## src/rtl/wb_xbar_pkg.sv

```systemverilog
// ============================================================================
// Module   : wb_xbar_pkg
// Purpose  : Shared types, default address map and decode helper for wb_xbar_rr.
// Revision : 1.0 - initial release
// ============================================================================
`default_nettype none

package wb_xbar_pkg;

    typedef enum logic [0:0] {
        IDLE = 1'b0,
        BUSY = 1'b1
    } xbar_state_t;

    localparam logic [31:0] ROM_BASE    = 32'h0000_0000;
    localparam logic [31:0] RAM_BASE    = 32'h1000_0000;
    localparam logic [31:0] RAM2_BASE   = 32'h2000_0000;
    localparam logic [31:0] IO_BASE     = 32'h3000_0000;
    localparam logic [31:0] REGION_MASK = 32'hF000_0000;

    // Operands are zero-extended to 64 bits so one helper serves any AW up to 64.
    function automatic logic addr_hit(input logic [63:0] addr,
                                      input logic [63:0] base,
                                      input logic [63:0] mask);
        return (addr & mask) == base;
    endfunction

endpackage

`default_nettype wire

```

## src/rtl/wb_rr_arbiter.sv

```systemverilog
// ============================================================================
// Module   : wb_rr_arbiter
// Purpose  : Round-robin request picker with a last-winner pointer register.
// Revision : 1.0 - initial release
// ============================================================================
`default_nettype none

module wb_rr_arbiter #(
    parameter int NM = 3,
    localparam int IW = $clog2(NM)
) (
    input  logic          clk,
    input  logic          rst_n,
    input  logic [NM-1:0] req,
    input  logic          release_en,
    input  logic [IW-1:0] release_idx,
    output logic          grant_valid,
    output logic [IW-1:0] grant_idx
);

    logic [IW-1:0] last;

    // Scan last+1, last+2, ... so the previous winner is considered last.
    always_comb begin : p_pick
        int idx;
        idx         = 0;
        grant_valid = 1'b0;
        grant_idx   = '0;
        for (int k = 1; k <= NM; k++) begin
            idx = (int'(last) + k) % NM;
            if (!grant_valid && req[IW'(idx)]) begin
                grant_valid = 1'b1;
                grant_idx   = IW'(idx);
            end
        end
    end

    always_ff @(posedge clk or negedge rst_n) begin
        if (!rst_n) begin
            last <= IW'(NM - 1);
        end else if (release_en) begin
            last <= release_idx;
        end
    end

endmodule

`default_nettype wire

```

## src/rtl/wb_xbar_rr.sv

```systemverilog
// ============================================================================
// Module   : wb_xbar_rr
// Purpose  : Round-robin arbitrated Wishbone shared bus with address decode,
//            bus locking and error response. Optional macro WB_XBAR_TIMEOUT_EN
//            adds a stalled-slave timeout.
// Revision : 1.0 - initial release
// ============================================================================
`default_nettype none

module wb_xbar_rr
    import wb_xbar_pkg::*;
#(
    parameter int               NM       = 3,
    parameter int               NS       = 4,
    parameter int               AW       = 32,
    parameter int               DW       = 32,
    parameter logic [NS*AW-1:0] SLV_BASE = {IO_BASE, RAM2_BASE, RAM_BASE, ROM_BASE},
    parameter logic [NS*AW-1:0] SLV_MASK = {4{REGION_MASK}},
    parameter int               TIMEOUT  = 255,
    localparam int              SW       = DW / 8
) (
    input  logic             sys_clk,
    input  logic             sys_rst,
    input  logic [NM-1:0]    m_cyc_i,
    input  logic [NM-1:0]    m_stb_i,
    input  logic [NM-1:0]    m_we_i,
    input  logic [NM*SW-1:0] m_sel_i,
    input  logic [NM*AW-1:0] m_addr_i,
    input  logic [NM*DW-1:0] m_data_i,
    output logic [NM-1:0]    m_ack_o,
    output logic [NM-1:0]    m_err_o,
    output logic [DW-1:0]    m_data_o,
    output logic [NS-1:0]    s_stb_o,
    output logic             s_we_o,
    output logic [SW-1:0]    s_sel_o,
    output logic [AW-1:0]    s_addr_o,
    output logic [DW-1:0]    s_data_o,
    input  logic [NS-1:0]    s_ack_i,
    input  logic [NS*DW-1:0] s_data_i
);

    localparam int IW  = $clog2(NM);
    localparam int SIW = (NS > 1) ? $clog2(NS) : 1;

    if (NM < 2 || NM > 8 || NS < 1 || NS > 8 || AW > 64 || (DW % 8) != 0 ||
        TIMEOUT < 1 || TIMEOUT > 65535) begin : g_param_check
        $error("wb_xbar_rr: unsupported parameter set");
    end

    xbar_state_t   state, state_nx;
    logic [IW-1:0] grant, grant_nx;
    logic          arb_valid;
    logic [IW-1:0] arb_idx;
    logic          busy, release_en, active, to_fire;

    logic          g_cyc, g_stb, g_we;
    logic [SW-1:0] g_sel;
    logic [AW-1:0] g_addr;
    logic [DW-1:0] g_wdata;

    logic [NS-1:0]  hit, sel_oh;
    logic [SIW-1:0] sel_idx;
    logic           any_hit;

    wb_rr_arbiter #(
        .NM (NM)
    ) u_arb (
        .clk         (sys_clk),
        .rst_n       (sys_rst),
        .req         (m_cyc_i & m_stb_i),
        .release_en  (release_en),
        .release_idx (grant),
        .grant_valid (arb_valid),
        .grant_idx   (arb_idx)
    );

    always_comb begin
        g_cyc   = m_cyc_i[grant];
        g_stb   = m_stb_i[grant];
        g_we    = m_we_i[grant];
        g_sel   = m_sel_i[grant*SW +: SW];
        g_addr  = m_addr_i[grant*AW +: AW];
        g_wdata = m_data_i[grant*DW +: DW];
    end

    assign busy       = (state == BUSY);
    assign release_en = busy && !g_cyc;
    assign active     = busy && g_cyc && g_stb;

    for (genvar i = 0; i < NS; i++) begin : g_decode
        assign hit[i] = addr_hit(64'(g_addr), 64'(SLV_BASE[i*AW +: AW]),
                                 64'(SLV_MASK[i*AW +: AW]));
    end

    // Overlapping regions resolve to the lowest slave index.
    always_comb begin
        sel_oh  = '0;
        sel_idx = '0;
        any_hit = 1'b0;
        for (int i = 0; i < NS; i++) begin
            if (!any_hit && hit[i]) begin
                any_hit    = 1'b1;
                sel_oh[i]  = 1'b1;
                sel_idx    = SIW'(i);
            end
        end
    end

`ifdef WB_XBAR_TIMEOUT_EN
    localparam int TW = 16;
    logic [TW-1:0] to_cnt;

    assign to_fire = active && (to_cnt == TW'(TIMEOUT - 1));

    always_ff @(posedge sys_clk or negedge sys_rst) begin
        if (!sys_rst) begin
            to_cnt <= '0;
        end else if (active && any_hit && !s_ack_i[sel_idx] && !to_fire) begin
            to_cnt <= to_cnt + TW'(1);
        end else begin
            to_cnt <= '0;
        end
    end
`else
    assign to_fire = 1'b0;
`endif

    always_ff @(posedge sys_clk or negedge sys_rst) begin
        if (!sys_rst) begin
            state <= IDLE;
            grant <= '0;
        end else begin
            state <= state_nx;
            grant <= grant_nx;
        end
    end

    // Grant is held while the owner keeps cyc high, which gives bus locking.
    always_comb begin
        state_nx = state;
        grant_nx = grant;
        case (state)
            IDLE: begin
                if (arb_valid) begin
                    state_nx = BUSY;
                    grant_nx = arb_idx;
                end
            end
            BUSY: begin
                if (!g_cyc) begin
                    state_nx = IDLE;
                end
            end
            default: state_nx = IDLE;
        endcase
    end

    always_comb begin
        m_ack_o  = '0;
        m_err_o  = '0;
        m_data_o = '0;
        s_stb_o  = '0;
        s_we_o   = 1'b0;
        s_sel_o  = '0;
        s_addr_o = '0;
        s_data_o = '0;
        if (busy) begin
            s_we_o   = g_we;
            s_sel_o  = g_sel;
            s_addr_o = g_addr;
            s_data_o = g_wdata;
            if (any_hit) begin
                m_data_o = s_data_i[sel_idx*DW +: DW];
            end
            if (to_fire) begin
                m_err_o[grant] = 1'b1;
            end else if (active) begin
                s_stb_o = sel_oh;
                if (any_hit) begin
                    m_ack_o[grant] = s_ack_i[sel_idx];
                end else begin
                    m_err_o[grant] = 1'b1;
                end
            end
        end
    end

endmodule

`default_nettype wire

```

## config.mk

```make
export PLATFORM = sky130hd
export DESIGN_NAME = wb_xbar_rr
export DESIGN_NICKNAME = d
export VERILOG_FILES = /design/src/rtl/wb_xbar_pkg.sv /design/src/rtl/wb_rr_arbiter.sv /design/src/rtl/wb_xbar_rr.sv
export SDC_FILE = /design/constraint.sdc
export NUM_CORES = 1
export LEC_CHECK = 0
export BUFFER_PORTS_ARGS = -buffer_cell sky130_fd_sc_hd__buf_4
export CAP_MARGIN = 20
export CORE_AREA = 2 2 176 178
export CTS_CLUSTER_DIAMETER = 30
export DETAILED_ROUTE_END_ITERATION = 16
export DIE_AREA = 0 0 178 180
export GPL_TIMING_DRIVEN = 0
export SYNTH_ARGS = -nofsm -noshare
export SYNTH_HDL_FRONTEND = slang
export SYNTH_SLANG_ARGS = --single-unit
```

## constraint.sdc

```tcl
create_clock -name sys_clk -period 1.85 [get_ports sys_clk]
set_input_delay 0.185 -clock sys_clk [delete_from_list [all_inputs] [get_ports sys_clk]]
set_output_delay 0.185 -clock sys_clk [all_outputs]
set_load 0.01 [all_outputs]
```

# After elaboration in Yosys (flattened, before gate mapping)
# Cells that the tools add are included.
[op_classes] addsub=3 div_mod_pow=3 order_cmp=6 n_eq_ne=3 n_shift=4 muxes=52 bitwise_logic=3 n_reduce_logical=17
[op_table] op="indexed part select 96 x 8 -> 32 bit" n=2
[op_table] op="two-way mux 32 bit" n=4
[op_table] op="indexed part select 128 x 8 -> 32 bit" n=1
[op_table] op="modulo 32 x 3 -> 32 bit, second input constant" n=3
[op_table] op="zero test 64 bit" n=1
[op_table] op="two-way mux 1 bit" n=25
[op_table] op="two-way mux 3 bit" n=6
[op_table] op="binary-select mux 1 bit (select 2 bit)" n=7
[op_table] op="less-than comparator 2 x 4 -> 1 bit, second input constant" n=3
[op_table] op="two-way mux 4 bit" n=3
[op_table] op="indexed part select 12 x 5 -> 4 bit" n=1
[op_table] op="two-way mux 2 bit" n=5
[op_table] op="logical AND 1 bit" n=9
[op_table] op="== test 4 x 2 -> 1 bit, second input constant" n=2
[op_table] op="adder 2 x 2 -> 3 bit, second input constant" n=2
[op_table] op="bitwise AND 3 bit" n=2
[op_table] op="zero test 1 bit" n=6
[op_table] op="less-than comparator 2 x 3 -> 1 bit, second input constant" n=2
[op_table] op="== test 4 x 1 -> 1 bit, second input constant" n=1
[op_table] op="adder 2 x 1 -> 3 bit, second input constant" n=1
[op_table] op="demux 1 bit (select 2 bit)" n=1
[op_table] op="greater-or-equal comparator 2 x 1 -> 1 bit, second input constant" n=1
[op_table] op="one-hot mux 1 bit (2 select lines)" n=1
[op_table] op="AND reduction 2 bit" n=1
[op_table] op="NOT 1 bit" n=1
[totals] reg_bits=5 input_bits=347 out_inout_bits=111 wordCells=94

# Logic depth before layout (Yosys ltp)
[depth] depth_word=18 depth_mapped=8

# By module
# A second synthesis with hierarchy kept.
[hier_totals] cells_unflattened=521 area_unflattened_um2=3049.2
[by_module_without_submodules] module="wb_xbar_rr" instances=1 cells_each=495 area_per_inst_um2=2849.0
[by_module_without_submodules] module="wb_rr_arbiter" instances=1 cells_each=26 area_per_inst_um2=200.2

# Worst setup path before layout
# Ideal clock, no wire load.
[synth_path] path_kind="register -> output" startpoint="register grant[1]" endpoint="output m_ack_o[0]" arrival_time_ns=1.839 required_time_ns=1.665 setup_slack_ns=-0.174 stages_incl_launch_ff=7 path_cell_list="dfrtp_1 > buf_4 > nor2b_1 > buf_4 > o2bb2ai_1 > mux2_2 > nor4_1"
[synth_between] elab_chain_cells=18
[synth_rtl] element="start: declaration" line_no="wb_xbar_rr.sv:51" rtl="logic [IW-1:0] grant, grant_nx;"
[synth_rtl] element="start signal: assignment" line_no="wb_xbar_rr.sv:134" rtl="grant <= grant_nx;"
[synth_rtl] element="indexed part select 96 x 8 -> 32 bit" line_no="wb_xbar_rr.sv:82" rtl="g_addr = m_addr_i[grant*AW +: AW];"
[synth_rtl] element="zero test 64 bit" line_no="wb_xbar_pkg.sv:25" rtl="return (addr & mask) == base;"
[synth_rtl] element="two-way mux 1 bit" line_no="wb_xbar_rr.sv:101" rtl="if (!any_hit && hit[i]) begin"
[synth_rtl] element="zero test 1 bit" line_no="wb_xbar_rr.sv:101"
[synth_rtl] element="logical AND 1 bit" line_no="wb_xbar_rr.sv:101"
[synth_rtl] element="two-way mux 1 bit" line_no="wb_xbar_rr.sv:101"
[synth_rtl] element="zero test 1 bit" line_no="wb_xbar_rr.sv:101"
[synth_rtl] element="logical AND 1 bit" line_no="wb_xbar_rr.sv:101"
[synth_rtl] element="[... 2 more ...]"
[synth_rtl] element="logical AND 1 bit" line_no="wb_xbar_rr.sv:101"
[synth_rtl] element="two-way mux 2 bit" line_no="wb_xbar_rr.sv:101"
[synth_rtl] element="binary-select mux 1 bit (select 2 bit)" line_no="wb_xbar_rr.sv:180" rtl="m_ack_o[grant] = s_ack_i[sel_idx];"
[synth_rtl] element="two-way mux 1 bit (implied by the code)" line_no="wb_xbar_rr.sv:180"
[synth_rtl] element="bitwise AND 3 bit (no line)"
[synth_rtl] element="two-way mux 3 bit" line_no="wb_xbar_rr.sv:179" rtl="if (any_hit) begin"
[synth_rtl] element="two-way mux 3 bit *" line_no="wb_xbar_rr.sv:177" rtl="end else if (active) begin"
[synth_rtl] element="two-way mux 3 bit *" line_no="wb_xbar_rr.sv:167" rtl="if (busy) begin"
[synth_rtl] element="end: declaration" line_no="wb_xbar_rr.sv:30" rtl="output logic [NM-1:0] m_ack_o,"
# Every way passes the cells marked *; elsewhere a longest branch is shown, timed or not. The select of a mux whose other input is x is not followed.

# Worst setup path in the final report
[layout_path] startpoint="register grant[1]" endpoint="output m_data_o[0]"
[layout_between] elab_chain_cells=15
[layout_rtl] element="indexed part select 96 x 8 -> 32 bit *" line_no="wb_xbar_rr.sv:82"
[layout_rtl] element="zero test 64 bit" line_no="wb_xbar_pkg.sv:25"
[layout_rtl] element="two-way mux 1 bit" line_no="wb_xbar_rr.sv:101"
[layout_rtl] element="zero test 1 bit" line_no="wb_xbar_rr.sv:101"
[layout_rtl] element="logical AND 1 bit" line_no="wb_xbar_rr.sv:101"
[layout_rtl] element="two-way mux 1 bit" line_no="wb_xbar_rr.sv:101"
[layout_rtl] element="zero test 1 bit" line_no="wb_xbar_rr.sv:101"
[layout_rtl] element="logical AND 1 bit" line_no="wb_xbar_rr.sv:101"
[layout_rtl] element="two-way mux 1 bit" line_no="wb_xbar_rr.sv:101"
[layout_rtl] element="zero test 1 bit" line_no="wb_xbar_rr.sv:101"
[layout_rtl] element="logical AND 1 bit" line_no="wb_xbar_rr.sv:101"
[layout_rtl] element="two-way mux 2 bit" line_no="wb_xbar_rr.sv:101"
[layout_rtl] element="indexed part select 128 x 8 -> 32 bit" line_no="wb_xbar_rr.sv:173" rtl="m_data_o = s_data_i[sel_idx*DW +: DW];"
[layout_rtl] element="two-way mux 32 bit *" line_no="wb_xbar_rr.sv:172" rtl="if (any_hit) begin"
[layout_rtl] element="two-way mux 32 bit *" line_no="wb_xbar_rr.sv:167"
[layout_rtl] element="end: declaration" line_no="wb_xbar_rr.sv:32" rtl="output logic [DW-1:0] m_data_o,"
# Every way passes the cells marked *; elsewhere a longest branch is shown, timed or not.

==> impl_results.md <==
* Status: complete, but fails checks
* Failing checks: setup timing
* Wire length per cell at 18.9 um
* H-tree Lvls at 1
* DR pass1 iterations at 4
* Critical Path RT at 1.66 ns
* Multi-input logic area at 0.00392 mm^2
* Number of I/O pins at 458
* Post-Synth Simple-Gate Area at 0.335
* Part of the power in registers at 0.020
* Fillers at 3,207
* Final setup viols at 110
* Mapped Area at 0.00336 mm^2
* CTS tree: built
* Vias per cell at 4.28
* Detailed-placement wirelength estimate at 22,100 um
* Number of global-route vias before repair at 6,365
* Synth cell types at 38
* Actual slew at the worst max-slew pin at 0.625 ns
* Synth Area in Compound Gates at 0.298
* Post-synthesis sequential area ratio at 0.0376
* Mapped Cells at 554
* Area after DPL at 0.00764 mm^2
* CTS buffer count at 3
* NetSw at 5.62 mW
* Placeable Area at 0.0302 mm^2
* Die H at 180 um
* First-pass GRT wire length at 37,500 um
* Relative slew slack at 0.583
* Clock sinks at 5
* Final-report hold violation count at 0
* CP endpoint kind: output pin
* Int Pwr at 5.88 mW
* Die Wd at 178 um
* Static Leak at 4.31 nW
* Clk root buf: clkbuf_16
* Number of port buffers at 457
* Sequential Area at 128 um^2
* Max VDD drop at 0.000416 V
* Global route total overflow at 0
* Smallest setup slack after layout at -0.695 ns
* Ant. Diodes at 0
* #FFs+latches synth at 5
* Post-synth net total at 903
* Initial antenna violation count at 1
* Area Growth Syn to Fin at 183%
* Total die area at 0.0320 mm^2
* Final WL at 27,800 um
* Drt initial violations at 294
* Ys Warns at 0
* Mux share of post-synthesis cell area at 0.236
* Part of the power in combinational logic at 0.949
* HP Class: in2reg
* Clock Path Buffers at 2
* Most frequent cells in the layout: buf_4, nor2_1, nand2_1
* CP Max Fanout at 9
* Total GRT Usage at 0.153
* Reg clk slew, reported paths at 0.03 ns
* Post-DRT Antenna Nets at 0
* Initial Util at 0.111
* Final Max Slew Viols at 0
* Post-synthesis xor/xnor area fraction at 0
* Setup TNS at -42.64 ns
* Min cycle time layout at 2.55 ns
* GP Congestion at 0.872
* Layout cells sized above 1 at 0.657
* Sw Ratio at 0.489
* Fmax at 393 MHz
* Most common cell after layout, fill and taps aside: buf_4
* Clk network pwr share at 0.031
* DR vias at 6,311
* CP arrival at 2.36 ns
* Pwr per Cell Area at 1210 mW/mm^2
* Largest net degree at the start of global routing at 11
* Setup Skew at 0.00137 ns
* Setup crit start kind: flip-flop
* CP Class: reg2out
* Drc violations at 0
* Setup WS pre-CTS at -1.19 ns
* Std-Cell Rows at 64
* Max Cap Viol at 0
* Largest family of logic cells by synthesized area: simple AND/OR/NAND/NOR gates
* Fin area at 0.00951 mm^2
* Layout Nets at 1,427
* Synth Area per Inst at 6.06 um^2
* Post-synthesis adder-cell area fraction at 0.0134
* RSZ-0062 raised after global routing: yes
* Final period util at 1.38
* Final hold slack at 0.297 ns
* Skew-Pair Late Insertion Delay at 0.23 ns
==> cell usage after synthesis, drive strengths merged <==
cell type	n	area, um^2
dfrtp	4	100
o2bb2ai	4	53.8
nand2	77	289
a211o	1	8.76
o21ai	1	5.00
o2111ai	1	8.76
nor4b	1	8.76
a22oi	3	22.5
a2bb2oi	3	32.5
nor2	139	522
a211oi	32	240
mux2i	72	724
a21oi	67	335
nand2b	1	6.26
a31oi	1	6.26
dfstp	1	26.3
nor2b	1	6.26
maj3	2	20.0
nor3	6	41.3
inv	4	15.0
mux2	6	67.6
and2	33	206
nor4	1	6.26
ha	2	25.0
nand3	5	37.5
clkbuf	26	97.6
buf	27	156
o21bai	1	7.51
a311oi	32	280
==> worst max-delay path, cell delays in order (launching register included) <==
cell	delay (ns)
dfrtp_1	0.36
buf_12	0.16
mux2i_4	0.33
a2bb2oi_4	0.20
buf_12	0.14
nand3_4	0.07
buf_12	0.18
clkbuf_16	0.17
a311oi_4	0.32
buf_4	0.18
==> area by class of cell <==
cell class / instances / share of cell area
timing repair buffer: 518 / 0.446
multi-input combinational: 493 / 0.412
buffer: 53 / 0.0664
tap: 396 / 0.0521
sequential: 5 / 0.0134
clock buffer: 4 / 0.00829
inverter: 4 / 0.00197
==> what timing repair did <==
item	4_1_cts	5_1_grt
gates resized for setup	98	169
setup endpoints to repair	113	113
gates cloned	1	13
pin swaps	12	39
buffers inserted	21	26
hold buffers	1	0
hold endpoints to repair	5	0
==> metal layers <==
layer  part of all wire  GRT usage
met2               0.52      0.291
met4              0.015     0.0230
met3              0.086     0.0330
met1               0.38      0.175
met5            0.00047          0
==> per-stage QoR <==
| step | instances | utilization | total power, mW |
|---|---|---|---|
| floorplan | 554 | - | 4.63 |
| global placement | 1407 | 0.253 | 7.85 |
| detailed placement | 1407 | 0.253 | 7.90 |
| CTS | 1434 | 0.276 | 9.35 |
| global route | 1473 | 0.315 | 12.3 |
| finish | 1473 | 0.315 | 11.5 |
==> cells by family after synthesis <==
group	after synthesis
AOI/OAI and AO/OA	146
adders and majority gates	4
buffers and inverters	57
DFF	5
muxes	78
and+or+nand+nor	264
==> state kept, by name, indices dropped and copies added, names as in the netlist <==
signal      flops
busy            1
grant           2
u_arb.last      2
==> final timing paths <==
path	from	to	slack, ns	depth (start not counted)
max	grant[1]$_DFFE_PN0P_	m_data_o[0]	-0.70	9
min	m_cyc_i[1]	grant[0]$_DFFE_PN0P_	0.30	3
max reg2reg	u_arb.last[1]$_DFFE_PN1P_	grant[1]$_DFFE_PN0P_	0.04	4
min reg2reg	u_arb.last[0]$_DFFE_PN0P_	u_arb.last[0]$_DFFE_PN0P_	0.56	1
max in group asynchronous	sys_rst	u_arb.last[1]$_DFFE_PN1P_	1.33	2
min in group asynchronous	sys_rst	grant[1]$_DFFE_PN0P_	0.32	2
==> power groups by stage <==
| stage | clock network, mW | registers (mW) | logic [mW] |
|---|---|---|---|
| 6_report | 0.355 | 0.229 | 10.9 |
| 5_1_grt | 0.370 | 0.231 | 11.6 |
| 4_1_cts | 0.358 | 0.224 | 8.77 |
| 3_5_place_dp | 0 | 0.224 | 7.67 |
| 3_3_place_gp | 0 | 0.219 | 7.63 |
| 2_1_floorplan | 0 | 0.202 | 4.43 |
(Power assumes the default switching activity.)
